<file path="config.mk">
export PLATFORM = sky130hd
export DESIGN_NAME = bp_be_sys_scheduler
export DESIGN_NICKNAME = d
export VERILOG_FILES = /design/src/rtl/bp_be_pkg.sv /design/src/rtl/bsg_counter_up_down.sv /design/src/rtl/bp_be_sys_scheduler.sv
export SDC_FILE = /design/constraint.sdc
export NUM_CORES = 1
export LEC_CHECK = 0
export ABC_CLOCK_PERIOD_IN_PS = 2410
export BUFFER_PORTS_ARGS = -buffer_cell sky130_fd_sc_hd__buf_2
export CAP_MARGIN = 20
export CORE_MARGIN = 1
export CORE_UTILIZATION = 43
export CTS_CLUSTER_DIAMETER = 50
export DETAILED_ROUTE_END_ITERATION = 8
export PLACE_DENSITY = 0.69
export SLEW_MARGIN = 20
export SYNTH_ARGS = -nofsm -noshare
export SYNTH_HDL_FRONTEND = slang
export SYNTH_SLANG_ARGS = --single-unit
</file>
<file path="constraint.sdc">
create_clock -name clk_i -period 2.41 [get_ports clk_i]
set_input_delay 0.1205 -clock clk_i [delete_from_list [all_inputs] [get_ports clk_i]]
set_output_delay 0.1205 -clock clk_i [all_outputs]
set_load 0.01 [all_outputs]
</file>
<file path="src/rtl/bp_be_pkg.sv">
`default_nettype none
// ============================================================================
//  Module      : bp_be_pkg
//  Description : Shared backend definitions for the system-instruction
//                scheduler. Holds the RV64 system-opcode macros used by the
//                upstream decoder that produces sys_v_i / sys_wfi_i, and the
//                scheduler state encoding.
//  Revision    : 1.0 - initial release
// ============================================================================

`ifndef BP_BE_RV64_SYS_DEFINES
`define BP_BE_RV64_SYS_DEFINES
// RV64 opcodes/encodings the decoder classifies as serializing.
`define RV64_SYSTEM_OP    7'b1110011
`define RV64_MISC_MEM_OP  7'b0001111
`define RV64_FUNCT3_PRIV  3'b000
`define RV64_WFI_INSTR    32'h10500073
`define RV64_FENCE_I_F3   3'b001
`endif

package bp_be_pkg;

    // Scheduler sequencing states, explicit 3-bit encoding.
    typedef enum logic [2:0] {
        e_idle  = 3'd0,
        e_drain = 3'd1,
        e_issue = 3'd2,
        e_wait  = 3'd3,
        e_wfi   = 3'd4
    } bp_be_sys_sched_state_e;

endpackage

`default_nettype wire

</file>
<file path="src/rtl/bsg_counter_up_down.sv">
`default_nettype none
// ============================================================================
//  Module      : bsg_counter_up_down
//  Description : Up/down counter with multi-unit steps. The caller guarantees
//                the count never goes below zero or above max_val_p.
//  Ports       : clk_i, reset_i (sync, active-high, returns to init_val_p),
//                up_i / down_i (step amounts), count_o (current value).
//  Revision    : 1.0 - initial release
// ============================================================================
module bsg_counter_up_down #(
    parameter int max_val_p  = 8,
    parameter int init_val_p = 0,
    parameter int max_step_p = 2
) (
    input  logic                              clk_i,
    input  logic                              reset_i,
    input  logic [$clog2(max_step_p+1)-1:0]   up_i,
    input  logic [$clog2(max_step_p+1)-1:0]   down_i,
    output logic [$clog2(max_val_p+1)-1:0]    count_o
);

    localparam int c_WIDTH      = $clog2(max_val_p+1);
    localparam int c_STEP_WIDTH = $clog2(max_step_p+1);

    logic [c_WIDTH-1:0] r_count;
    logic [c_WIDTH-1:0] w_up;
    logic [c_WIDTH-1:0] w_down;

    assign w_up   = {{(c_WIDTH-c_STEP_WIDTH){1'b0}}, up_i};
    assign w_down = {{(c_WIDTH-c_STEP_WIDTH){1'b0}}, down_i};

    always_ff @(posedge clk_i) begin
        if (reset_i) begin
            r_count <= c_WIDTH'(init_val_p);
        end else begin
            r_count <= r_count + w_up - w_down;
        end
    end

    assign count_o = r_count;

endmodule

`default_nettype wire

</file>
<file path="src/rtl/bp_be_sys_scheduler.sv">
`default_nettype none
// ============================================================================
//  Module      : bp_be_sys_scheduler
//  Description : Serializes system instructions (CSR, fence, WFI) into the
//                system pipe. Counts in-flight instructions, gates ordinary
//                dispatch while a serializing instruction waits, issues it
//                once the backend drains, holds until it retires and parks
//                in WFI until an interrupt is pending.
//  Ports       : dispatch_v_i / dispatch_ready_and_o - ordinary dispatch
//                sys_v_i, sys_wfi_i / sys_ready_and_o - serializing head
//                sys_issue_v_o  - strobe to system pipe reservation
//                retire_v_i, flush_i, irq_pending_i - backend events
//                inflight_o, wfi_o, error_o (sticky underflow)
//  Revision    : 1.0 - initial release
// ============================================================================
module bp_be_sys_scheduler
    import bp_be_pkg::*;
#(
    parameter int inflight_max_p    = 8,
    parameter int inflight_width_lp = $clog2(inflight_max_p+1)
) (
    input  logic                          clk_i,
    input  logic                          reset_i,
    input  logic                          dispatch_v_i,
    output logic                          dispatch_ready_and_o,
    input  logic                          sys_v_i,
    input  logic                          sys_wfi_i,
    output logic                          sys_ready_and_o,
    output logic                          sys_issue_v_o,
    input  logic                          retire_v_i,
    input  logic                          flush_i,
    input  logic                          irq_pending_i,
    output logic [inflight_width_lp-1:0]  inflight_o,
    output logic                          wfi_o,
    output logic                          error_o
);

    bp_be_sys_sched_state_e        r_state;
    logic                          r_wfi;
    logic                          r_error;

    logic [inflight_width_lp-1:0]  w_count;
    logic                          w_count_zero;
    logic                          w_dispatch_fire;
    logic                          w_issue;
    logic                          w_retire_ok;
    logic                          w_underflow;
    logic                          w_cnt_reset;
    logic [1:0]                    w_up;
    logic [1:0]                    w_down;

    assign w_count_zero = (w_count == '0);

    assign dispatch_ready_and_o = (r_state == e_idle) & ~sys_v_i
                                & (w_count < inflight_width_lp'(inflight_max_p));

    assign w_dispatch_fire = dispatch_v_i & dispatch_ready_and_o;

    // Issue strobe is a decode of the registered state; a flush in the same
    // cycle kills it so the system pipe never sees a squashed instruction.
    assign w_issue         = (r_state == e_issue) & ~flush_i;
    assign sys_issue_v_o   = w_issue;
    assign sys_ready_and_o = w_issue;

    // Retires with nothing in flight are dropped (and flagged) rather than
    // letting the counter wrap. Flush discards all counter activity.
    assign w_retire_ok = retire_v_i & ~w_count_zero & ~flush_i;
    assign w_underflow = retire_v_i &  w_count_zero & ~flush_i;

    // Dispatch only fires in e_idle and issue only in e_issue, so up never
    // exceeds one in practice; the counter still accepts a 2-unit step.
    assign w_up   = {1'b0, w_dispatch_fire} + {1'b0, w_issue};
    assign w_down = {1'b0, w_retire_ok};

    assign w_cnt_reset = reset_i | flush_i;

    bsg_counter_up_down #(
        .max_val_p  (inflight_max_p),
        .init_val_p (0),
        .max_step_p (2)
    ) u_inflight_cnt (
        .clk_i   (clk_i),
        .reset_i (w_cnt_reset),
        .up_i    (w_up),
        .down_i  (w_down),
        .count_o (w_count)
    );

    always_ff @(posedge clk_i) begin
        if (reset_i) begin
            r_state <= e_idle;
            r_wfi   <= 1'b0;
            r_error <= 1'b0;
        end else begin
            if (w_underflow) begin
                r_error <= 1'b1;
            end
            if (flush_i) begin
                r_state <= e_idle;
                r_wfi   <= 1'b0;
            end else begin
                case (r_state)
                    e_idle: begin
                        if (sys_v_i) begin
                            r_state <= w_count_zero ? e_issue : e_drain;
                        end
                    end
                    e_drain: begin
                        // Head squashed upstream takes priority over draining.
                        if (!sys_v_i) begin
                            r_state <= e_idle;
                        end else if (w_count_zero) begin
                            r_state <= e_issue;
                        end
                    end
                    e_issue: begin
                        r_wfi   <= sys_wfi_i;
                        r_state <= e_wait;
                    end
                    e_wait: begin
                        // Pipe was empty at issue, so the first retire seen
                        // here belongs to the serializing instruction.
                        if (retire_v_i) begin
                            r_state <= r_wfi ? e_wfi : e_idle;
                        end
                    end
                    e_wfi: begin
                        if (irq_pending_i) begin
                            r_state <= e_idle;
                            r_wfi   <= 1'b0;
                        end
                    end
                    default: r_state <= e_idle;
                endcase
            end
        end
    end

    assign inflight_o = w_count;
    assign wfi_o      = (r_state == e_wfi);
    assign error_o    = r_error;

endmodule

`default_nettype wire

</file>
Yosys cells after proc, flatten, opt, wreduce, memory -nomap -nowiden. Cells that the tools add are included.

Output and inout bits: 9. Word-level logic and storage cells: 44. Bits in registers: 9. Bits of input ports: 8.

Reductions and logical operators: 6. Equal/unequal tests: 8. Bitwise gates (word level): 12. Mux-type cells: 10. Magnitude comparators: 1. Add/subtract/negate cells: 3.

Operators by type and width (count): 2-to-1 mux 3 bit (6); one-hot mux 3 bit (5 select lines) (1); bitwise AND 1 bit (8); equality test 3 x 2 -> 1 bit, second input constant (2); != test 2 bit, second input constant (3); adder 4 x 2 -> 4 bit (1); logical NOT 4 bit (1); < comparator 4 bit, second input constant (1); AND reduction 4 bit (1); subtractor 4 x 1 -> 4 bit (1); equality test 3 x 1 -> 1 bit, second input constant (1); equality test 3 bit, second input constant (1); logical NOT 3 bit (1); != test 3 bit, second input constant (1); inverter 1 bit (3); adder 1 x 1 -> 2 bit (1); 2-to-1 mux 2 bit (1); one-hot mux 1 bit (2 select lines) (1); AND reduction 2 bit (1); nonzero test 2 bit (1); OR reduction 2 bit (1); 2-to-1 mux 1 bit (1); bitwise OR 1 bit (1).

Logic depth before layout (Yosys ltp). Gate-level depths: netlist (run 1).

Word-level depth: 7. Mapped depth: 11. Depth with buffers taken out: 11.

Modules after synthesis. From an unflattened synthesis (run 1), not the netlist that was laid out.

Cells, all modules: 73. Area total of the unflattened synthesis: 659.4 um2.

Modules (own cells, without submodules): bp_be_sys_scheduler (area an instance 394.1 um2, cells an instance 45, instances 1, seq. area each 100.1 um2); bsg_counter_up_down (area an instance 265.3 um2, cells an instance 28, instances 1, seq. area each 80.1 um2).

Least setup slack after synthesis (run 1). Ideal clock, no wire load.

Kind: reg2reg. Start point: register r_state[0]. End point: register u_inflight_cnt.r_count[2] (netlist: u_inflight_cnt.count_o[2]). Buffers on the path: 0. Cell stages (with the launch flop): 10. Arrival time: 2.618 ns. Data required time: 2.332 ns. Slack: -0.286 ns. Cells stage by stage: dfxtp_1 -> nor2_1 -> nor4b_1 -> nand2_1 -> ha_1 -> inv_1 -> fa_1 -> fa_1 -> xnor2_1 -> nor3_1.

Cells in the longest elaborated chain, start to end: 7. Elaborated cells between the ends (all ways): 9. Those cells by class: 3 x add/sub; 1 x eq/ne; 4 x bitwise; 1 x reduce/logical.

RTL lines: start: declaration (line bp_be_sys_scheduler.sv:38) `bp_be_sys_sched_state_e r_state;`; start signal: assignment (line bp_be_sys_scheduler.sv:91) `r_state <= e_idle;`; start signal: assignment (line bp_be_sys_scheduler.sv:99) `r_state <= e_idle;`; start signal: assignment (line bp_be_sys_scheduler.sv:105) `r_state <= w_count_zero ? e_issue : e_drain;`; logical NOT 3 bit (line bp_be_sys_scheduler.sv:54) `assign dispatch_ready_and_o = (r_state == e_idle) & ~sys_v_i`; bitwise AND 1 bit (line bp_be_sys_scheduler.sv:54); bitwise AND 1 bit (line bp_be_sys_scheduler.sv:55) `& (w_count < inflight_width_lp'(inflight_max_p));`; via dispatch_ready_and_o (line bp_be_sys_scheduler.sv:25) `output logic dispatch_ready_and_o,`; bitwise AND 1 bit (line bp_be_sys_scheduler.sv:57) `assign w_dispatch_fire = dispatch_v_i & dispatch_ready_and_o;`; adder 1 x 1 -> 2 bit (line bp_be_sys_scheduler.sv:72) `assign w_up = {1'b0, w_dispatch_fire} + {1'b0, w_issue};`; adder 4 x 2 -> 4 bit (line bsg_counter_up_down.sv:36) `r_count <= r_count + w_up - w_down;`; subtractor 4 x 1 -> 4 bit (line bsg_counter_up_down.sv:36); end signal: assignment (line bsg_counter_up_down.sv:34) `r_count <= c_WIDTH'(init_val_p);`; end signal: assignment (line bsg_counter_up_down.sv:36); end: declaration (line bsg_counter_up_down.sv:25) `logic [c_WIDTH-1:0] r_count;`.

The timed path passes the listed nets, and every way through them passes these cells. A chain may end at the register's enable or synchronous reset.

Worst setup path in the final report (run 1).
Start point: register u_inflight_cnt.r_count[2] (netlist: u_inflight_cnt.count_o[2]). End point: register u_inflight_cnt.r_count[2] (netlist: u_inflight_cnt.count_o[2]).

Cells in the longest elaborated chain, start to end: 6. Elaborated cells between the ends (all ways): 10. Those cells by class: 3 x add/sub; 1 x order compare; 5 x bitwise; 1 x reduce/logical.

RTL lines (line): < comparator 4 bit (bp_be_sys_scheduler.sv:55); bitwise AND 1 bit (bp_be_sys_scheduler.sv:55); bitwise AND 1 bit (bp_be_sys_scheduler.sv:57); adder 1 x 1 -> 2 bit (bp_be_sys_scheduler.sv:72); adder 4 x 2 -> 4 bit (bsg_counter_up_down.sv:36); subtractor 4 x 1 -> 4 bit * (bsg_counter_up_down.sv:36).

Mark *: on every way between the ends. The rest lies on a longest branch, timed or not.

==> results of run 1 <==
## worst max-delay path, stage by stage, from the launching register on
cell and delay [ns]:
dfxtp_2 0.32, inv_2 0.07, ha_4 0.12, or3b_4 0.38, and3_4 0.16, ha_4 0.25
inv_2 0.03, fa_2 0.37, fa_2 0.37, xnor2_1 0.13, nor3_1 0.12
## stage by stage
stage / util, % / hold WS, ns / cells / setup WS (ns)
finish: 71.0 / 0.114 / 110 / 0.00644
global route: 71.0 / 0.106 / 110 / -0.0881
CTS: 68.7 / 0.103 / 109 / -0.0125
detailed placement: 64.7 / 0.381 / 104 / -0.0279
global placement: 64.7 / 0.380 / 104 / 0.00429
floorplan: - / 0.189 / 66 / 0.00717
## metal layers
layer | wire, um | track usage, % | vias up
met1 | 632 | 27.1 | 234
met2 | 557 | 34.6 | 17
met5 | 0 | 0 | -
met4 | 10 | 7.76 | 0
li1 | - | - | 290
met3 | 61 | 6.94 | 2
## registers in the layout, summed over array words and instances, names as in the netlist
register and flops:
u_inflight_cnt.count_o 4, r_wfi 1, r_state 3, error_o 1
## worst paths after layout
path / cells after the start / slack (ns) / to / from
worst max-delay path: 10 / 0.006 / u_inflight_cnt.count_o[2] / u_inflight_cnt.count_o[2]
worst min-delay path: 2 / 0.11 / r_state[1] / flush_i
worst max register to register: 10 / 0.006 / u_inflight_cnt.count_o[2] / u_inflight_cnt.count_o[2]
worst min register to register: 2 / 0.48 / error_o / error_o
## kinds of logic (layout without fill, tap and decap cells)
group                    count (synthesis)  in the layout  share of synthesized area, %
AO/OA/AOI/OAI                           12             12                          16.2
buffers and inverters                    9             39                          6.38
adder cells (fa/ha/maj)                  6              6                          15.3
flip-flops                               9              9                          30.6
multiplexers                             1              1                          1.70
XOR/XNOR                                 2              2                          2.98
AND/OR/NAND/NOR                         27             27                          26.8
## placed cells by master (no fill, tap or decap), types with 4 or more instances in the layout
master,n
a21oi_1,4
buf_2,16
buf_4,11
dfxtp_1,7
inv_1,5
nand2_1,4
nor2_1,4
nor3_1,5
## cell type report
| class | count | area, um^2 |
|---|---|---|
| Inverter | 8 | 30.0 |
| Timing Repair Buffer | 27 | 163 |
| Fill cell | 98 | 344 |
| Multi-Input combinational cell | 48 | 423 |
| Tap cell | 14 | 17.5 |
| Clock buffer | 4 | 26.3 |
| Sequential cell | 9 | 183 |
## power breakdown
group | internal (W) | switching (W)
Sequential | 0.000160 | 0.00000548
Clock | 0.0000639 | 0.0000548
Combinational | 0.0000841 | 0.0000764
Total | 0.000308 | 0.000137
## what timing repair did
action                                  in CTS  in global routing
pin swaps                                    7                  5
resized for setup                            5                  4
buffers inserted                             1                  1
hold buffers                                 0                  0
hold endpoints to repair                     0                  0
endpoints found under the setup margin       2                  3
==> run_results.csv, run 1 <==
group,metric,value,unit
synth,async_reset_ff_share,0,%
hold_path,min_path_type,"in -> reg",
power_and_ir_drop,p_per_area,528,nW/um^2
global_route,overflow,0,
setup_path,worstPathMaxFanout,2,
finish,num_antenna_cells,0,
synth,yosysSeqAreaShare,30.6,%
floorplanning,initial_core_util,49.6,%
sta,min_period,2.40,ns
synth,syn_nets,80,
floorplanning,io_pins,17,
floorplanning,dieArea,1520,um^2
placement,gp_congestion,0.812,
floorplanning,die_width,39.0,um
status,status,"finished, final reports clean",
floorplanning,core,1190,um^2
floorplanning,die_h,39.0,um
synth,avgSynthCellArea,8.91,um^2
routing,routed_via_density,4.94,
routing,drt_iter0_drc,5,
routing,wl,1260,um
global_route,grt_antenna_before_repair,0,
sta,fin_skew,0.00641,ns
clock_network,cts_sinks,9,
finish,synthToLayoutAreaGrowth,43.2,%
global_route,grt_usage,21.7,%
synth,synth-edff-count,0,
routing,drc_errors,0,
synth,synth_top_area_share,30.6,%
sta,period_share,99.7,%
sta,slew_headroom,69.2,%
clock_network,ctsRootBufferMaster,"clkbuf_4",
synth,synthDistinctLibCells,28,
routing,firstDrtPassIters,3,
clock_network,cts_buffers,3,
placement,place_area,767,um^2
routing,dr_total_vias,543,
setup_path,worstPathArrival,2.58,ns
clock_network,ctsHtreeMaxLevel,1,
clock_network,path_clk_slew,0.06,ns
clock_network,clk_latency,0.26,ns
power_and_ir_drop,p_leak,0.381,nW
global_route,grt_pass1_vias,516,
clock_network,clock_path_buffers,2,
synth,synth_seq_cells,9,
synth,synth_flop_cell,"dfxtp_1",
clock_network,tritoncts,"yes",
floorplanning,fp-row-count,12,
sta,slew_viol_final,0,
sta,setup_viol,0,
sta,hold_viol,0,
finish,nNetsFinal,111,
synth,synth.cell_area,588,um^2
placement,port-buffer-count,16,
setup_path,crit_path_start_kind,"flip-flop",
setup_path,critical_path_class,"reg -> reg",
synth,yosysTopAreaCell,"dfxtp_1",
synth,synth_most_common_cell,"dfxtp_1",
finish,final_cell_area,842,um^2
flow_run,drv_cap,0,
sta,setup_tns,0,ns
sta,rsz0062_at_grt,"true",
synth,synth_commonest_cells,"9 x dfxtp_1, 8 x inv_1, 5 x nor3_1",
setup_path,worst_ep_required_time,2.59,ns
power_and_ir_drop,ir_drop,0.000481,V
placement,place_hpwl,1010,um
synth,yosys-top-cells-area,"dfxtp_1 31%, ha_1 8.5%, fa_1 6.8%, inv_1 5.1%, nor3_1 4.3%",
synth,postSynthCellCount,66,
routing,ant_nets,0,
routing,wl_per_cell,11.5,um
power_and_ir_drop,total_power,0.000444,W
setup_path,crit_path_end_kind,"flip-flop",
global_route,grt_start_max_net_pins,8,
global_route,grt_pass1_wl,2190,um
sta,max_slew.worst_pin.slew,0.458,ns
synth,synth_warnings,0,
sta,fmax,0.416,GHz
finish,drive_above_1_share,49.0,%
No activity file was read; power rests on OpenSTA's default activity.
==> run 2, diff against run 1 <==
--- a/config.mk
+++ b/config.mk
@@ -5,14 +5,15 @@
 export SDC_FILE = /design/constraint.sdc
 export NUM_CORES = 1
 export LEC_CHECK = 0
+export ABC_AREA = 1
 export ABC_CLOCK_PERIOD_IN_PS = 2410
 export BUFFER_PORTS_ARGS = -buffer_cell sky130_fd_sc_hd__buf_2
 export CAP_MARGIN = 20
 export CORE_MARGIN = 1
-export CORE_UTILIZATION = 43
+export CORE_UTILIZATION = 44
 export CTS_CLUSTER_DIAMETER = 50
 export DETAILED_ROUTE_END_ITERATION = 8
-export PLACE_DENSITY = 0.69
+export PLACE_DENSITY = 0.7
 export SLEW_MARGIN = 20
 export SYNTH_ARGS = -nofsm -noshare
 export SYNTH_HDL_FRONTEND = slang
==> run 2 against run 1 <==
Compared with the run above:
- power is 2.0% lower
- synthesized cell count is 36% higher
- cell count is 15% higher
- setup slack better by 0.13 ns
- flip-flop and latch count stayed put
- global-route usage is 0.88 points higher
- first-iteration DRC count grew to 2.6 times the previous value
- largest power group unchanged
- highest routed layer unchanged
==> run_results.csv, run 2 <==
group,metric,value,unit
setup_path,critical_path_class,"reg -> reg",
placement,gp_congestion,0.770,
clock_network,clk_latency,0.26,ns
setup_path,max_stage_delay,0.42,ns
finish,final_cell_mix,"21 x nor2_1, 16 x buf_2, 14 x nand2_1",
sta,max_slew.worst_pin.slew,0.358,ns
sta,fmax,0.440,GHz
floorplanning,fp-row-count,13,
sta,period_share,94.2,%
finish,synthToLayoutAreaGrowth,22.6,%
synth,synth.cell_area,616,um^2
hold_path,min_from,"reset_i",
sta,min_period,2.27,ns
synth,synthDistinctLibCells,22,
synth,synth_warnings,0,
sta,hold_viol,0,
synth,syn_nets,104,
floorplanning,initial_core_util,47.3,%
setup_path,crit_chain,"inv_1, ha_1, nand2_1, nor2_1, nor3_1, ha_1, inv_1, fa_1, fa_1, xnor2_1, nor2_1",
clock_network,postCtsSetupBuffers,0,
finish,largest_reg_flops,4,
status,status,"finished, final reports clean",
clock_network,path_clk_slew,0.06,ns
placement,place_hpwl,1110,um
clock_network,cts_resized,0,
flow_run,drv_cap,0,
setup_path,setup.reg_to_reg.worst_slack,0.14,ns
sta,rsz0062_at_grt,"false",
setup_path,cp_slowest_cell,"fa_1",
synth,synth_top_area_share,29.3,%
sta,setup_viol,0,
setup_path,crit_path_start_kind,"flip-flop",
finish,num_antenna_cells,0,
synth,synth_most_common_cell,"nor2_1",
setup_path,worst_ep_required_time,2.57,ns
global_route,grt_usage,22.6,%
power_and_ir_drop,p_per_area,577,nW/um^2
sta,slew_headroom,76.1,%
power_and_ir_drop,p_leak,0.380,nW
placement,port-buffer-count,16,
synth,synth_seq_cells,9,
clock_network,tritoncts,"yes",
floorplanning,io_pins,17,
clock_network,cts_sinks,9,
synth,synth-edff-count,0,
synth,synth_commonest_cells,"21 x nor2_1, 14 x inv_1, 14 x nand2_1, 9 x dfxtp_1",
global_route,grt_pass1_wl,2330,um
finish,nNetsFinal,126,
sta,setup_tns,0,ns
finish,fin_cells,126,
floorplanning,die_h,39.4,um
floorplanning,die_width,39.4,um
routing,routed_via_density,4.81,
routing,firstDrtPassIters,2,
setup_path,crit_path_end_kind,"flip-flop",
global_route,grt_pass1_vias,590,
clock_network,clock_path_buffers,2,
finish,num-fill-cells,142,
synth,postSynthCellCount,90,
global_route,grt_antenna_before_repair,0,
clock_network,ctsHtreeMaxLevel,1,
clock_network,ctsRootBufferMaster,"clkbuf_4",
floorplanning,core,1300,um^2
routing,drc_errors,0,
floorplanning,dieArea,1550,um^2
finish,final_common_cell,"nor2_1",
routing,wl,1350,um
synth,avgSynthCellArea,6.84,um^2
global_route,overflow,0,
setup_path,worstPathMaxFanout,2,
setup_path,r2r_start,"u_inflight_cnt.count_o[2]",
setup_path,startpoint,"u_inflight_cnt.count_o[2]",
clock_network,cts_buffers,3,
routing,drt_iter0_drc,13,
sta,fin_skew,0.00336,ns
finish,drive_above_1_share,27.9,%
synth,async_reset_ff_share,0,%
synth,yosysSeqAreaShare,29.3,%
routing,dr_total_vias,606,
setup_path,worstPathArrival,2.43,ns
clock_network,cts_hold_buffers,0,
routing,ant_nets,0,
routing,wl_per_cell,10.7,um
setup_path,critPathTopFamily,"adder cells",
sta,slew_viol_final,0,
synth,yosys-top-cells-area,"dfxtp_1 29%, nor2_1 13%, inv_1 8.5%, nand2_1 8.5%, ha_1 8.1%",
power_and_ir_drop,ir_drop,0.000379,V
placement,dp_cells,122,
hold_path,min_path_type,"in -> reg",
global_route,grt_start_max_net_pins,7,
synth,yosysTopAreaCell,"dfxtp_1",
synth,synth_flop_cell,"dfxtp_1",
setup_path,crit_buf_inv,2,
## run 2: layout make-up
type	instances	area, um^2	area share (%)
Sequential cell	9	181	24.0
Timing Repair Buffer	18	95.1	12.6
Multi-Input combinational cell	64	373	49.4
Clock buffer	4	26.3	3.48
Tap cell	15	18.8	2.49
Inverter	16	60.1	7.96
## run 2: logic make-up after synthesis
group / Yosys count / synth area share [%]
AND/OR/NAND/NOR: 51 / 38.6
XOR/XNOR: 1 / 1.42
flip-flops: 9 / 29.3
AO/OA/AOI/OAI: 6 / 5.08
buffers and inverters: 17 / 11.0
adder cells (fa/ha/maj): 6 / 14.6
## run 2: worst paths after layout
| kind | depth (start not counted) | to |
|---|---|---|
| max reg2reg | 11 | u_inflight_cnt.count_o[2] |
| min reg2reg | 2 | error_o |
| min | 2 | error_o |
| max | 11 | u_inflight_cnt.count_o[2] |
## run 2: power breakdown
part           leakage (nW)  internal, W  total, W  switching, W
Sequential           0.0737     0.000160  0.000172     0.0000114
Clock                0.0150    0.0000639  0.000118     0.0000542
Combinational         0.292    0.0000626  0.000146     0.0000832
## run 2: layer usage
layer  global-route usage (%)  wire (um)  share of wire, %  up-vias
met1                     25.6        614                46      274
met3                     4.55         48               3.6        2
met2                     39.8        668                50        8
met5                        0          0                 0        -
met4                     10.3         14               1.0        0
li1                         -          -                 -      322
## run 2: worst reg2reg max path: stages (launching register included)
cell and delay [ns]:
dfxtp_1 0.31, inv_1 0.08, ha_1 0.20, nand2_1 0.07, nor2_1 0.12, nor3_1 0.07, ha_1 0.27, inv_1 0.04
fa_1 0.41, fa_1 0.42, xnor2_1 0.14, nor2_1 0.05
## run 2: metrics by stage
| stage | hold slack (ns) | util (%) | cell area, um^2 | setup slack (ns) | power [W] |
|---|---|---|---|---|---|
| after global placement | 0.294 | 55.5 | 722 | 0.203 | 0.000314 |
| final | 0.0227 | 58.0 | 754 | 0.139 | 0.000435 |
| after CTS | 0.0158 | 57.5 | 748 | 0.127 | 0.000437 |
| after global routing | 0.0216 | 58.0 | 754 | 0.00577 | 0.000473 |
| after floorplan | 0.193 | - | 616 | 0.130 | 0.000271 |
| after detailed placement | 0.297 | 55.5 | 722 | 0.143 | 0.000319 |
==> run 3, diff against run 2 <==
--- a/config.mk
+++ b/config.mk
@@ -13,7 +13,7 @@
 export CORE_UTILIZATION = 44
 export CTS_CLUSTER_DIAMETER = 50
 export DETAILED_ROUTE_END_ITERATION = 8
-export PLACE_DENSITY = 0.7
+export PLACE_DENSITY = 0.72
 export SLEW_MARGIN = 20
 export SYNTH_ARGS = -nofsm -noshare
 export SYNTH_HDL_FRONTEND = slang
==> run 3 against run 2 <==
Compared with the run above:
- non-clock buffer count unchanged
- clock power about the same
- combinational power about the same
- utilization unchanged
- sequential share of layout area unchanged
- first-iteration DRC count decreased by 31%
- largest cell class unchanged
- cell count unchanged
- critical path depth unchanged
- flip-flop and latch count unchanged
==> run_results.csv, run 3 (synthesized netlist as in run 2, its figures left out) <==
group,metric,value,unit
sta,setup_tns,0,ns
placement,dp_cells,122,
setup_path,setup.reg_to_reg.worst_slack,0.15,ns
clock_network,tritoncts,"yes",
global_route,grt_antenna_before_repair,0,
sta,min_period,2.26,ns
flow_run,drv_cap,0,
power_and_ir_drop,ir_drop,0.000368,V
sta,fmax,0.442,GHz
clock_network,path_clk_slew,0.07,ns
sta,rsz0062_at_grt,"false",
clock_network,postCtsSetupBuffers,0,
routing,wl_per_cell,10.7,um
setup_path,r2r_start,"u_inflight_cnt.count_o[2]",
setup_path,reg2reg_to,"u_inflight_cnt.count_o[2]",
global_route,overflow,0,
finish,largest_reg_flops,4,
routing,firstDrtPassIters,4,
power_and_ir_drop,p_leak,0.380,nW
routing,routed_via_density,4.89,
setup_path,worstPathArrival,2.42,ns
routing,wl,1350,um
sta,setup_viol,0,
clock_network,cts_hold_buffers,0,
clock_network,clock_path_buffers,2,
sta,fin_skew,0.00376,ns
clock_network,cts_sinks,9,
hold_path,min_from,"reset_i",
finish,drive_above_1_share,27.9,%
setup_path,worstPathMaxFanout,2,
placement,port-buffer-count,16,
floorplanning,fp-row-count,13,
sta,period_share,94.0,%
setup_path,worst_ep_required_time,2.56,ns
floorplanning,die_h,39.4,um
finish,nNetsFinal,126,
hold_path,min_path_type,"in -> reg",
finish,final_cell_mix,"21 x nor2_1, 16 x buf_2, 14 x nand2_1",
floorplanning,core,1300,um^2
routing,drt_iter0_drc,9,
finish,final_cell_area,754,um^2
setup_path,critical_path_class,"reg -> reg",
global_route,grt_start_max_net_pins,7,
global_route,grt_usage,19.8,%
clock_network,cts_buffers,3,
clock_network,cts_resized,0,
floorplanning,initial_core_util,47.3,%
sta,hold_viol,0,
power_and_ir_drop,p_per_area,582,nW/um^2
finish,fin_cells,126,
floorplanning,dieArea,1550,um^2
sta,slew_viol_final,0,
placement,place_area,722,um^2
global_route,grt_pass1_wl,2080,um
finish,synthToLayoutAreaGrowth,22.6,%
routing,ant_nets,0,
setup_path,crit_path_start_kind,"flip-flop",
hold_path,worst_hold_path.endpoint,"error_o",
finish,num_antenna_cells,0,
finish,final_common_cell,"nor2_1",
setup_path,crit_path_end_kind,"flip-flop",
clock_network,ctsRootBufferMaster,"clkbuf_4",
status,status,"finished, final reports clean",
setup_path,reg2reg_depth,11,
global_route,grt_pass1_vias,557,
clock_network,ctsHtreeMaxLevel,1,
finish,fin_util,58.0,%
placement,place_hpwl,1100,um
floorplanning,io_pins,17,
routing,dr_total_vias,616,
floorplanning,die_width,39.4,um
sta,slew_headroom,77.8,%
placement,gp_congestion,0.799,
hold_path,worstHoldPathCells,2,
sta,max_slew.worst_pin.slew,0.332,ns
routing,drc_errors,0,
clock_network,clk_latency,0.26,ns
run 3: cell counts in the layout (fill, tap and decap cells not counted):
Identical to the previous run, type by type.
run 3: where the power goes:
group / internal (W) / total (W) / switching (W)
logic: 0.0000624 / 0.000149 / 0.0000861
clock network: 0.0000639 / 0.000119 / 0.0000554
registers: 0.000160 / 0.000171 / 0.0000111
run 3: through the flow:
| stage | setup slack, ns | hold WS, ns | power, W |
|---|---|---|---|
| 4_1_cts | 0.0680 | 0.0195 | 0.000439 |
| 5_1_grt | 0.0219 | 0.0250 | 0.000467 |
| 2_1_floorplan | 0.130 | 0.193 | 0.000271 |
| 3_5_place_dp | 0.0785 | 0.299 | 0.000318 |
| 6_report | 0.146 | 0.0268 | 0.000439 |
| 3_3_place_gp | 0.206 | 0.293 | 0.000315 |
run 3: layout make-up:
type                    count  area (um^2)
clock buffers               4         26.3
fillers                   143          547
inverters                  16         60.1
multi-input cells          64          373
flip-flops and latches      9          181
well taps                  15         18.8
repair buffers             18         95.1
run 3: worst max-delay path, stage by stage (launching register included):
cell and delay, ns:
dfxtp_1 0.31, inv_1 0.07, ha_1 0.19, nand2_1 0.06
nor2_1 0.12, nor3_1 0.07, ha_1 0.27, inv_1 0.04
fa_1 0.41, fa_1 0.43, xnor2_1 0.15, nor2_1 0.05
run 3: worst max path at each step:
stage,from,end,cells after the start
floorplan,r_state[0],u_inflight_cnt.count_o[2],10
global route,u_inflight_cnt.count_o[2],u_inflight_cnt.count_o[2],11
finish,u_inflight_cnt.count_o[2],u_inflight_cnt.count_o[2],11
global placement,r_state[2],u_inflight_cnt.count_o[2],10
detailed placement,r_state[0],u_inflight_cnt.count_o[2],10
CTS,r_state[0],u_inflight_cnt.count_o[2],10
run 3: layer usage:
| metal | part of all wire (%) | vias to the layer above | global-route usage [%] | wire length, um |
|---|---|---|---|---|
| met4 | 0.44 | 0 | 10.3 | 6 |
| met3 | 2.6 | 2 | 1.70 | 35 |
| met5 | 0 | - | 0 | 0 |
| met1 | 44 | 282 | 20.6 | 594 |
| met2 | 53 | 9 | 38.1 | 716 |
| li1 | - | 323 | - | - |
